## src/rtl/board_io_hub_if.sv

```systemverilog
// Pin-side bundle for board_io_hub: raw switch/button/LED pins, debounced levels and IRQ lines.
// The hub takes the slave modport; whoever drives the raw pins and IRQ controls takes master.
interface board_io_hub_if #(
    parameter int N_SW     = 16,
    parameter int N_BTN    = 5,
    parameter int N_LED    = 16,
    parameter int PWM_BITS = 4
);
    logic [N_SW-1:0]     sw_i;
    logic [N_BTN-1:0]    btn_i;
    logic [N_SW-1:0]     sw_o;
    logic [N_BTN-1:0]    btn_o;
    logic [N_BTN-1:0]    btn_rise_o;
    logic [N_BTN-1:0]    irq_mask_i;
    logic [N_BTN-1:0]    irq_ack_i;
    logic [N_BTN-1:0]    irq_pend_o;
    logic                irq_o;
    logic [N_LED-1:0]    led_i;
    logic [PWM_BITS-1:0] led_pwm_i;
    logic [N_LED-1:0]    led_o;

    modport master (
        output sw_i, btn_i, irq_mask_i, irq_ack_i, led_i, led_pwm_i,
        input  sw_o, btn_o, btn_rise_o, irq_pend_o, irq_o, led_o
    );

    modport slave (
        input  sw_i, btn_i, irq_mask_i, irq_ack_i, led_i, led_pwm_i,
        output sw_o, btn_o, btn_rise_o, irq_pend_o, irq_o, led_o
    );
endinterface

```

## src/rtl/board_io_hub.sv

```systemverilog
// Board I/O conditioning: synchronise and debounce switches/buttons, raise sticky maskable
// button interrupts on accepted rising edges, and drive LEDs through a global PWM dimmer.
module board_io_hub #(
    parameter int N_SW         = 16,
    parameter int N_BTN        = 5,
    parameter int N_LED        = 16,
    parameter int DEBOUNCE_CYC = 100000,
    parameter int PWM_BITS     = 4
) (
    input  logic          clk_i,
    input  logic          srst_i,
    board_io_hub_if.slave io
);
    localparam int N_CH  = N_SW + N_BTN;
    localparam int CNT_W = $clog2(DEBOUNCE_CYC);
    localparam logic [CNT_W-1:0] CNT_LAST = CNT_W'(DEBOUNCE_CYC - 1);

    logic [N_CH-1:0]     sync1_q, sync1_d;
    logic [N_CH-1:0]     sync2_q, sync2_d;
    logic [N_CH-1:0]     stable_q, stable_d;
    logic [CNT_W-1:0]    cnt_q [N_CH];
    logic [CNT_W-1:0]    cnt_d [N_CH];
    logic [N_BTN-1:0]    rise_q, rise_d;
    logic [N_BTN-1:0]    pend_q, pend_d;
    logic                irq_q, irq_d;
    logic [PWM_BITS-1:0] pwm_cnt_q, pwm_cnt_d;
    logic [N_LED-1:0]    led_q, led_d;
    logic                led_on;

    // Switches occupy the low channels, buttons the high ones; all share one debouncer array.
    always_comb begin
        sync1_d  = {io.btn_i, io.sw_i};
        sync2_d  = sync1_q;
        stable_d = stable_q;
        for (int i = 0; i < N_CH; i++) begin
            cnt_d[i] = '0;
            if (sync2_q[i] != stable_q[i]) begin
                if (cnt_q[i] == CNT_LAST) begin
                    stable_d[i] = sync2_q[i];
                end else begin
                    cnt_d[i] = cnt_q[i] + CNT_W'(1);
                end
            end
        end
    end

    // irq_o looks at the registered pending bits, so set, ack and mask all reach it a cycle later.
    always_comb begin
        rise_d    = stable_d[N_CH-1:N_SW] & ~stable_q[N_CH-1:N_SW];
        pend_d    = (pend_q & ~io.irq_ack_i) | rise_d;
        irq_d     = |(pend_q & ~io.irq_mask_i);
        pwm_cnt_d = pwm_cnt_q + PWM_BITS'(1);
        led_on    = (pwm_cnt_q < io.led_pwm_i) || (io.led_pwm_i == '1);
        led_d     = io.led_i & {N_LED{led_on}};
    end

    always_ff @(posedge clk_i) begin
        sync1_q <= sync1_d;
        sync2_q <= sync2_d;
        if (srst_i) begin
            stable_q  <= '0;
            cnt_q     <= '{default: '0};
            rise_q    <= '0;
            pend_q    <= '0;
            irq_q     <= 1'b0;
            pwm_cnt_q <= '0;
            led_q     <= '0;
        end else begin
            stable_q  <= stable_d;
            cnt_q     <= cnt_d;
            rise_q    <= rise_d;
            pend_q    <= pend_d;
            irq_q     <= irq_d;
            pwm_cnt_q <= pwm_cnt_d;
            led_q     <= led_d;
        end
    end

    assign io.sw_o       = stable_q[N_SW-1:0];
    assign io.btn_o      = stable_q[N_CH-1:N_SW];
    assign io.btn_rise_o = rise_q;
    assign io.irq_pend_o = pend_q;
    assign io.irq_o      = irq_q;
    assign io.led_o      = led_q;
endmodule

```

## src/flat_wrapper.sv

```systemverilog
// flat-port wrapper written by rule: the top's interface ports become plain ports
module board_io_hub_flat 
#(
    parameter int N_SW         = 16,
    parameter int N_BTN        = 5,
    parameter int N_LED        = 16,
    parameter int DEBOUNCE_CYC = 100000,
    parameter int PWM_BITS     = 4
)
  (clk_i, srst_i, io_sw_i, io_btn_i, io_irq_mask_i, io_irq_ack_i, io_led_i, io_led_pwm_i, io_sw_o, io_btn_o, io_btn_rise_o, io_irq_pend_o, io_irq_o, io_led_o);
  board_io_hub_if #(.N_SW(N_SW), .N_BTN(N_BTN), .N_LED(N_LED), .PWM_BITS(PWM_BITS)) io_i ();
  input  logic clk_i;
  input  logic srst_i;
  input wire logic [$bits(io_i.sw_i)-1:0] io_sw_i;
  input wire logic [$bits(io_i.btn_i)-1:0] io_btn_i;
  input wire logic [$bits(io_i.irq_mask_i)-1:0] io_irq_mask_i;
  input wire logic [$bits(io_i.irq_ack_i)-1:0] io_irq_ack_i;
  input wire logic [$bits(io_i.led_i)-1:0] io_led_i;
  input wire logic [$bits(io_i.led_pwm_i)-1:0] io_led_pwm_i;
  output wire logic [$bits(io_i.sw_o)-1:0] io_sw_o;
  output wire logic [$bits(io_i.btn_o)-1:0] io_btn_o;
  output wire logic [$bits(io_i.btn_rise_o)-1:0] io_btn_rise_o;
  output wire logic [$bits(io_i.irq_pend_o)-1:0] io_irq_pend_o;
  output wire logic [$bits(io_i.irq_o)-1:0] io_irq_o;
  output wire logic [$bits(io_i.led_o)-1:0] io_led_o;
  assign io_i.sw_i = io_sw_i;
  assign io_i.btn_i = io_btn_i;
  assign io_i.irq_mask_i = io_irq_mask_i;
  assign io_i.irq_ack_i = io_irq_ack_i;
  assign io_i.led_i = io_led_i;
  assign io_i.led_pwm_i = io_led_pwm_i;
  assign io_sw_o = io_i.sw_o;
  assign io_btn_o = io_i.btn_o;
  assign io_btn_rise_o = io_i.btn_rise_o;
  assign io_irq_pend_o = io_i.irq_pend_o;
  assign io_irq_o = io_i.irq_o;
  assign io_led_o = io_i.led_o;
  board_io_hub #(.N_SW(N_SW), .N_BTN(N_BTN), .N_LED(N_LED), .DEBOUNCE_CYC(DEBOUNCE_CYC), .PWM_BITS(PWM_BITS)) u_core (.clk_i(clk_i), .srst_i(srst_i), .io(io_i));
endmodule
```

## config.mk

```make
export PLATFORM = sky130hd
export DESIGN_NAME = board_io_hub_flat
export DESIGN_NICKNAME = d
export VERILOG_FILES = /design/src/rtl/board_io_hub_if.sv /design/src/rtl/board_io_hub.sv /design/src/flat_wrapper.sv
export SDC_FILE = /design/constraint.sdc
export NUM_CORES = 1
export LEC_CHECK = 0
export CAP_MARGIN = 20
export CORE_ASPECT_RATIO = 0.6
export CORE_MARGIN = 5
export CORE_UTILIZATION = 55
export DETAILED_ROUTE_END_ITERATION = 10
export GPL_TIMING_DRIVEN = 1
export PLACE_DENSITY_LB_ADDON = 0.25
export SLEW_MARGIN = 30
export SYNTH_ARGS = -nofsm -noshare
export SYNTH_HDL_FRONTEND = slang
export SYNTH_SLANG_ARGS = --single-unit
```

## constraint.sdc

```tcl
create_clock -name clk_i -period 3.04 [get_ports clk_i]
set_input_delay 0.456 -clock clk_i [delete_from_list [all_inputs] [get_ports clk_i]]
set_output_delay 0.456 -clock clk_i [all_outputs]
set_load 0.02 [all_outputs]
```

* Yosys cells after proc, flatten, opt, wreduce, memory -nomap -nowiden *
Index checks and enable logic that the tools add are counted.

operators by class
  bitwise operators = 29
  equality and inequality tests = 43
  order comparisons = 1
  reductions and logical operators = 39
  add/sub/neg operators = 22
  mux-type cells = 10

operator list
  operator                 number
  $add A17 B1 Y17 const B  21
  $eq A17 B17 Y1 const B   21
  $reduce_or A3 Y1         21
  $reduce_and A2 Y1        16
  $ne A1 B1 Y1             21
  $not A1 Y1               21
  $and A16 B16 Y16         1
  $and A5 B5 Y5            3
  $not A5 Y5               3
  $mux W1                  10
  $or A5 B5 Y5             1
  $reduce_or A5 Y1         1
  $add A4 B1 Y4 const B    1
  $eq A4 B4 Y1 const B     1
  $lt A4 B4 Y1             1
  $logic_or A1 B1 Y1       1

word-level totals
  output and inout bits = 48
  logic and storage cells = 189
  register bits after elaboration = 451

* Longest topological paths before layout *
Gate-level depths: netlist (run 1).

  word-level depth = 5
  gate-level depth with buffers = 7
  mapped depth without buffers = 5

* Worst setup path before layout (run 1) *
Ideal clock, no wire load.

  path type = register to register
  start point = register u_core.cnt_q[45] in the netlist's numbering
  end point = register u_core.cnt_q[48] in the netlist's numbering
  buffers on the path = 1
  clock period less this slack = 1.918 ns
  setup slack = 1.122 ns
  arrival = 1.803 ns
  library setup time = 0.115 ns
  stages on the path, launching flop included = 6
  data required time = 2.925 ns
  cells stage by stage = dfxtp_1 or4b_1 or4_4 o21ai_4 buf_6 nor2_1

on the way
  word-level cells in the longest chain between the ends = 2
  elaborated cells between the ends (all ways) = 3
  classes of those cells = add/sub: 1; eq/ne: 1; reduce/logical: 1

ends and longest elaborated chain
  item                                                     RTL line            source
  from (decl)                                              board_io_hub.sv:21  logic [CNT_W-1:0] cnt_q [N_CH];
  from (signal assigned)                                   board_io_hub.sv:70  cnt_q <= cnt_d;
  branches (longest 2 deep; another with $add A17 B1 Y17)  n/a

Parallel ways; which one is timed is not known.
A chain may end at the register's enable or synchronous reset.

* Worst setup path in the final report (run 1) *
  start point = register u_core.cnt_q[289] in the netlist's numbering
  end point = register u_core.cnt_q[302] in the netlist's numbering

The elaborated chain is that of the path after synthesis.

==> results of run 1 <==
[logic make-up (layout without fill, tap and decap cells)]
family | after synthesis | after routing | share of synthesized area [%]
simple gates | 1077 | 1077 | 29.74
flops | 451 | 451 | 47.82
xor+xnor | 307 | 307 | 14.24
buf+inv | 115 | 245 | 2.439
compound gates | 102 | 102 | 3.260
fa+ha+maj | 25 | 25 | 1.657
mux | 16 | 16 | 0.8482
[worst paths after layout]
kind                                    startpoint            endpoint  cells past startpoint
worst max-delay path             u_core.cnt_q[289]   u_core.cnt_q[302]                      5
worst min register to register  u_core.sync1_q[14]  u_core.sync2_q[14]                      0
worst max register to register   u_core.cnt_q[289]   u_core.cnt_q[302]                      5
worst min-delay path            u_core.sync1_q[14]  u_core.sync2_q[14]                      0
[registers in the layout, indices dropped and copies added (netlist names)]
register	flops
u_core.cnt_q	357
u_core.io.btn_rise_o	5
u_core.io.irq_o	1
u_core.io.irq_pend_o	5
u_core.io.led_o	16
u_core.pwm_cnt_q	4
u_core.stable_q	21
u_core.sync1_q	21
u_core.sync2_q	21
[final cells by class]
type | instances | area share (%)
Sequential cell | 451 | 41.42
Clock inverter | 15 | 0.9757
Tap cell | 459 | 2.634
Clock buffer | 62 | 6.009
Timing Repair Buffer | 108 | 4.844
Inverter | 60 | 1.033
Multi-Input combinational cell | 1527 | 43.09
[layer usage]
metal  wire (um)  part of all wire [%]  GRT usage (%)  up-vias
li1            -                     -              -     7532
met1       18920                    51          27.76     6708
met2       15570                    42          27.98      280
met3        1822                   4.9          3.765       61
met4         698                   1.9          4.595        0
met5           0                     0              0        -
[critical path: cells and delay by family, from the launching register on]
family | cells | cell delay (ps)
and+or+nand+nor | 3 | 930
adders and majority gates | 1 | 240
AOI/OAI and AO/OA | 1 | 560
DFF | 1 | 390
[through the flow]
stage / util [%] / instances / cell area, um2
2_1_floorplan: - / 2093 / 18880
3_3_place_gp: 60.05 / 2605 / 20280
3_5_place_dp: 60.05 / 2605 / 20280
4_1_cts: 64.56 / 2682 / 21800
5_1_grt: 64.56 / 2682 / 21800
6_report: 64.56 / 2682 / 21800
[where the power goes]
part | switching, mW | internal, mW | total, mW
Clock | 2.26 | 3.42 | 5.68
Combinational | 0.182 | 0.153 | 0.335
Sequential | 0.0521 | 5.99 | 6.04
[layout by cell type, fill, tap and decap left out, types with 12 or more instances in the layout]
master,netlist,routed
a21boi_0,16,16
a21oi_1,39,39
and3_1,18,18
and4_1,29,29
clkbuf_16,0,45
clkbuf_8,0,12
clkdlybuf4s50_1,0,99
dfxtp_1,451,451
ha_1,25,25
inv_1,60,60
mux2i_1,16,16
nand2_1,95,95
nand2b_1,24,24
nand3_1,133,133
nand4_1,117,117
nor2_1,377,377
nor3_1,56,56
nor4_1,94,94
nor4b_1,14,14
nor4bb_1,21,21
o21ai_0,25,25
or2_2,13,13
or3_1,30,30
or4_1,20,20
xnor2_1,195,195
xor2_1,112,112
==> out/qor.yml, run 1 <==
grt:
  grt_pass1_wl_mm: 63.38
  grt_use_total_pct: 18.65
  antenna_found_initial: 0
  grt_pass1_vias: 13390
  grt_start_max_net_pins: 22
  grt_overflow: 0
timing:
  rsz0062_at_grt: "no"
  finClkSkew_ps: 18.61
  final-hold-violation-count: 0
  setup_viol: 0
  holdWs_ps: 318.9
  fin_crit_sh_pct: 74.20
  fin_ws_ps: 784.2
  timing.fmax_mhz: 443.3
  relSlewSlack_pct: 55.88
  slew_violations: 0
  setup-tns-final_ps: 0
  tightestPinTransition_ps: 661.8
  period_needed_ps: 2256
critical_path:
  arrival_ps: 2660
  cp_max_fo: 16
  worst_ep_required_time_ps: 3450
  cp-end-kind: "register"
  ff2ff_setup_slack_ps: 780
  critPathMaxStageDelay_ps: 600
  crit_chain: "ha_1 > nand4_1 > or4_1 > o21ai_2 > nor2_1"
  start_kind: "register"
  critical_path_class: "reg -> reg"
  crit_path_top_delay_cell: "or4_1"
place:
  place_ws_ps: 782.2
  hpwl_mm: 25.53
  gp_congestion: 0.8876
  io_buffer_count: 100
drt:
  drc: 0
  first_pass_iters: 5
  viasPerCell: 5.437
  drt_iter0_markers: 785
  finalWirelength_mm: 37.01
  num_vias: 14580
  wl_per_cell_um: 13.80
  drtAntennaViolNets: 0
finish:
  multi_input_area_mm2: 0.009393
  drive_above_1_share_pct: 4.633
  num-fill-cells: 2777
  seqCellArea_mm2: 0.009029
  antenna_cells: 0
  fin_nets: 2269
  syn_to_final_growth_pct: 15.45
die:
  dieArea_mm2: 0.03826
  core_area_mm2: 0.03377
  fp.dieW_um: 249.2
  start_util_pct: 55.92
  io_pins: 101
  std_cell_rows: 52
  die_h_um: 153.5
clock_network:
  clock_sinks: 451
  post_cts_buffers: 0
  h-tree-depth: 2
  cts_tree: "yes"
  cts.repair.resized: 0
  cts_buffer_depth: 3
  clk_pin_slew_ps: 70
  root_buffer: "clkbuf_16"
  numCtsBuffers: 43
  ctsHoldBuffers: 0
  clock_latency_ps: 550
power_and_ir_drop:
  peakVddDrop_mv: 0.4053
  cellPowerDensity_mw_per_mm2: 553.2
  total_leakage_power_nw: 6.918
  p_total_mw: 12.06
yosys:
  ys_async_sr_fraction_pct: 0
  synth_nets: 2171
  synth-seq-cells: 451
  postSynthCellCount: 2093
  synth_edf_count: 0
  synth_area_leaders: "dfxtp_1 (48%), xnor2_1 (9.0%), nor2_1 (7.5%)"
  avgSynthCellArea_um2: 9.021
  syn-cell-area_mm2: 0.01888
  synth_flop_cell: "dfxtp_1"
  yosysMostFrequentCell: "dfxtp_1"
  yosysTopAreaCell: "dfxtp_1"
  ys_types: 54
  yosysSeqAreaShare_pct: 47.82
  ys_warn_count: 0
  yosys-top-cells-count: "dfxtp_1 (451), nor2_1 (377), xnor2_1 (195)"
  yosysTopAreaCellShare_pct: 47.82
job:
  max_cap_violations: 0
min_path:
  hold_class: "reg -> reg"
status:
  outcome: "finished clean"
(Power assumes the default switching activity.)
==> inputs of run 2 (changes only) <==
Clock period 3.04 ns to 2.3 ns, I/O delays scaled along.
==> out/qor.yml, run 2 (synthesized netlist as in run 1, its figures left out) <==
min_path:
  hold_class: "in -> reg"
  worstHoldPathCells: 2
timing:
  setup-tns-final_ps: 0
  period_needed_ps: 2144
  finClkSkew_ps: 15.69
  timing.fmax_mhz: 466.4
  fin_crit_sh_pct: 93.22
  tightestPinTransition_ps: 613.9
  slew_violations: 0
  final-hold-violation-count: 0
  setup_viol: 0
  relSlewSlack_pct: 58.69
  rsz0062_at_grt: "no"
clock_network:
  cts.repair.resized: 0
  clock_latency_ps: 550
  h-tree-depth: 2
  cts_buffer_depth: 3
  clk_pin_slew_ps: 70
  root_buffer: "clkbuf_16"
  clock_sinks: 451
  post_cts_buffers: 0
  ctsHoldBuffers: 0
  numCtsBuffers: 42
  cts_tree: "yes"
finish:
  final_util_pct: 64.68
  seqCellArea_mm2: 0.009029
  drive_above_1_share_pct: 5.110
  layout_commonest_cell: "dfxtp_1"
  largest_reg_flops: 357
  syn_to_final_growth_pct: 15.66
  num-fill-cells: 2776
  multi_input_area_mm2: 0.009397
  mostFrequentLayoutCells: "dfxtp_1 (451), nor2_1 (377), xnor2_1 (195)"
  final_area_mm2: 0.02184
  regMostFlops: "u_core.cnt_q"
  antenna_cells: 0
  fin_nets: 2276
grt:
  grt_overflow: 0
  antenna_found_initial: 0
  grt_pass1_wl_mm: 64.80
  grt_pass1_vias: 13620
  grt_start_max_net_pins: 31
  grt_use_total_pct: 19.12
critical_path:
  reg2reg_depth: 5
  worst_ep_required_time_ps: 2770
  critical_path_class: "reg -> reg"
  cp_max_fo: 6
  arrival_ps: 2610
  cp-end-kind: "register"
  start_kind: "register"
place:
  hpwl_mm: 26.05
  place_area_mm2: 0.02035
  io_buffer_count: 100
  gp_congestion: 0.8821
drt:
  wl_per_cell_um: 14.12
  first_pass_iters: 5
  wl_met1_mm: 19.16
  drtAntennaViolNets: 0
  wl_met3_mm: 1.928
  drc: 0
  drt_iter0_markers: 799
  num_vias: 14780
  finalWirelength_mm: 38.00
  wl_met2_mm: 16.45
  viasPerCell: 5.493
  maxUsedRoutingLayer: "met4"
power_and_ir_drop:
  netSwitchingPower_mw: 3.342
  p_total_mw: 15.83
  total_leakage_power_nw: 6.949
  switching_share_pct: 21.11
  pwr-share-seq_pct: 50.5
  peakVddDrop_mv: 0.7095
  cellPowerDensity_mw_per_mm2: 724.7
  internal_power_mw: 12.49
  pwr-share-clk_pct: 46.7
  p_comb_share_pct: 2.8
status:
  outcome: "finished clean"
die:
  die_h_um: 153.5
  std_cell_rows: 52
  fp.dieW_um: 249.2
  core_area_mm2: 0.03377
  start_util_pct: 55.92
  io_pins: 101
  dieArea_mm2: 0.03826
job:
  max_cap_violations: 0
## run 2: changes by cell type in the layout (fill, tap and decap cells not counted), moves of 2 or more
| cell | before | now |
|---|---|---|
| buf_4 | 8 | 15 |
| clkinv_2 | 6 | 12 |
| clkbuf_8 | 12 | 7 |
| clkbuf_1 | 5 | 3 |
## run 2: final timing paths
check	from	end	slack [ps]
worst min-delay path	srst_i	u_core.stable_q[2]	100
worst max-delay path	u_core.cnt_q[289]	u_core.stable_q[3]	160
worst max register to register	u_core.cnt_q[289]	u_core.stable_q[3]	160
worst min register to register	u_core.sync1_q[12]	u_core.sync2_q[12]	330
## run 2: layout make-up
cell class | count | share of cell area, %
inverter | 60 | 1.031
timing repair buffer | 116 | 5.168
multi-input combinational | 1527 | 43.02
tap | 459 | 2.630
sequential | 451 | 41.34
clock buffer | 55 | 5.649
clock inverter | 22 | 1.157
## run 2: power by group through the flow
| stage | logic, mW | clock network, mW | registers (mW) |
|---|---|---|---|
| after floorplan | 0.211 | 0 | 8.18 |
| after global placement | 0.443 | 0 | 8.16 |
| after detailed placement | 0.454 | 0 | 8.16 |
| after CTS | 0.458 | 7.57 | 7.99 |
| after global routing | 0.500 | 7.97 | 7.99 |
| final | 0.451 | 7.39 | 7.99 |
## run 2: critical path, cell delays in order, from the launching register on
cell and delay, ps:
dfxtp_1 410, ha_1 250, nand4_1 250, or4_1 630
or3b_1 390, a21oi_1 140
## run 2: layer usage
layer  track usage (%)  vias up
li1                  -     7555
met2             29.79      306
met5                 0        -
met3             4.018       45
met4             3.969        0
met1             27.73     6869
## run 2: metrics by stage
stage / hold WS, ps / instances / setup slack, ps
5_1_grt: 80.11 / 2690 / 29.16
2_1_floorplan: 309.6 / 2093 / 382.4
3_3_place_gp: 310.4 / 2613 / 225.2
4_1_cts: 78.93 / 2690 / 156.9
3_5_place_dp: 312.1 / 2613 / 186.2
6_report: 99.23 / 2690 / 156.0
==> inputs of run 3 (changes only) <==
Settings changed: ABC_AREA from default to 1, CTS_CLUSTER_SIZE from default to 24.
Clock period 2.3 ns to 1.8 ns, I/O delays scaled along.
==> out/qor.yml, run 3 <==
finish:
  regMostFlops: "u_core.cnt_q"
  seqCellArea_mm2: 0.009029
  drive_above_1_share_pct: 5.155
  syn_to_final_growth_pct: 13.84
  multi_input_area_mm2: 0.01053
  antenna_cells: 0
  final_util_pct: 63.58
  fin_nets: 3246
  mostFrequentLayoutCells: "nand2_1 (711), nor2_1 (675), dfxtp_1 (451)"
  layout_commonest_cell: "nand2_1"
  largest_reg_flops: 357
  num-fill-cells: 3303
critical_path:
  critPathMaxStageDelay_ps: 610
  crit_family: "buffers and inverters"
  arrival_ps: 1480
  cp-end-kind: "primary output"
  critical_path_class: "reg -> out"
  worst_ep_required_time_ps: 1530
  cp_max_fo: 1
  crit_chain: "clkdlybuf4s50_1"
  critPathBufInv: 1
  ff2ff_setup_slack_ps: 190
  start_kind: "register"
  crit_path_top_delay_cell: "clkdlybuf4s50_1"
clock_network:
  clock_latency_ps: 550
  cts_buffer_depth: 3
  numCtsBuffers: 43
  post_cts_buffers: 0
  cts.repair.resized: 23
  ctsHoldBuffers: 0
  clock_sinks: 451
  cts_tree: "yes"
  clk_pin_slew_ps: 60
  root_buffer: "clkbuf_16"
  h-tree-depth: 2
power_and_ir_drop:
  total_leakage_power_nw: 8.646
  peakVddDrop_mv: 0.5462
  p_total_mw: 19.85
  cellPowerDensity_mw_per_mm2: 826.6
drt:
  drt_iter0_markers: 1561
  num_vias: 18720
  finalWirelength_mm: 45.05
  first_pass_iters: 7
  drtAntennaViolNets: 0
  viasPerCell: 5.039
  wl_per_cell_um: 12.13
  drc: 0
timing:
  fin_crit_sh_pct: 97.17
  setup-tns-final_ps: 0
  slew_violations: 0
  tightestPinTransition_ps: 532.5
  final-hold-violation-count: 0
  relSlewSlack_pct: 64.23
  finClkSkew_ps: 18.08
  setup_viol: 0
  timing.fmax_mhz: 571.8
  period_needed_ps: 1749
  rsz0062_at_grt: "no"
yosys:
  avgSynthCellArea_um2: 6.945
  synth_area_leaders: "dfxtp_1 (43%), nand2_1 (13%), nor2_1 (12%)"
  synth_nets: 3116
  yosysTopAreaCell: "dfxtp_1"
  yosysSeqAreaShare_pct: 42.79
  synth_flop_cell: "dfxtp_1"
  yosysTopAreaCellShare_pct: 42.79
  yosys-top-cells-count: "nand2_1 (711), nor2_1 (675), dfxtp_1 (451)"
  yosysMostFrequentCell: "nand2_1"
  synth-seq-cells: 451
  ys_async_sr_fraction_pct: 0
  syn-cell-area_mm2: 0.02110
  postSynthCellCount: 3038
  ys_types: 34
  ys_warn_count: 0
  synth_edf_count: 0
job:
  max_cap_violations: 0
die:
  fp.dieW_um: 262.9
  std_cell_rows: 55
  core_area_mm2: 0.03778
  io_pins: 101
  die_h_um: 161.7
  dieArea_mm2: 0.04251
  start_util_pct: 55.85
grt:
  grt_pass1_vias: 16880
  grt_pass1_wl_mm: 77.42
  antenna_found_initial: 0
  grt_start_max_net_pins: 18
  grt_use_total_pct: 20.49
  grt_overflow: 0
place:
  io_buffer_count: 100
  gp_congestion: 0.9343
  hpwl_mm: 33.31
status:
  outcome: "finished clean"
min_path:
  hold_class: "in -> reg"
==> run 3: layout make-up <==
| cell class | instances | share of cell area (%) |
|---|---|---|
| Tap cell | 513 | 2.672 |
| Sequential cell | 451 | 37.59 |
| Multi-Input combinational cell | 2210 | 43.82 |
| Clock buffer | 68 | 5.464 |
| Timing Repair Buffer | 113 | 4.558 |
| Inverter | 349 | 5.454 |
| Clock inverter | 10 | 0.4428 |
==> run 3: path summary, 6_finish.rpt <==
| kind | cells past startpoint | endpoint | from |
|---|---|---|---|
| max | 1 | io_led_o[6] | u_core.io.led_o[6] |
| min | 3 | u_core.pwm_cnt_q[2] | srst_i |
| max reg2reg | 8 | u_core.cnt_q[315] | u_core.cnt_q[306] |
| min reg2reg | 0 | u_core.sync2_q[20] | u_core.sync1_q[20] |
==> run 3: logic make-up (layout without fill, tap and decap cells) <==
| kind of cell | after synthesis | count (layout) | synth area share [%] |
|---|---|---|---|
| buffers and inverters | 377 | 540 | 7.347 |
| flip-flops | 451 | 451 | 42.79 |
| AND/OR/NAND/NOR | 1831 | 1831 | 37.08 |
| AO/OA/AOI/OAI | 223 | 223 | 5.865 |
| adder cells (fa/ha/maj) | 25 | 25 | 1.483 |
| XOR/XNOR | 131 | 131 | 5.438 |
==> run 3: per-layer routing <==
metal | global-route usage, % | routed length, um
met2 | 31.91 | 18890
met3 | 3.270 | 2546
met5 | 0 | 0
met1 | 30.55 | 23000
met4 | 3.827 | 614
==> run 3: stage by stage <==
| step | instances | instance area, um2 | setup WS [ps] | hold slack, ps |
|---|---|---|---|---|
| after global routing | 3714 | 24020 | 0.09825 | 136.3 |
| final | 3714 | 24020 | 51.01 | 147.2 |
| after floorplan | 3038 | 21100 | 415.7 | 297.7 |
| after global placement | 3636 | 22610 | 28.73 | 310.9 |
| after CTS | 3714 | 24000 | 0.7285 | 124.3 |
| after detailed placement | 3636 | 22610 | 17.59 | 312.1 |
==> run 3: power by group <==
group	internal (mW)	switching, mW
Clock	5.29	3.79
Sequential	10.1	0.0746
Combinational	0.266	0.326
Total	15.7	4.19
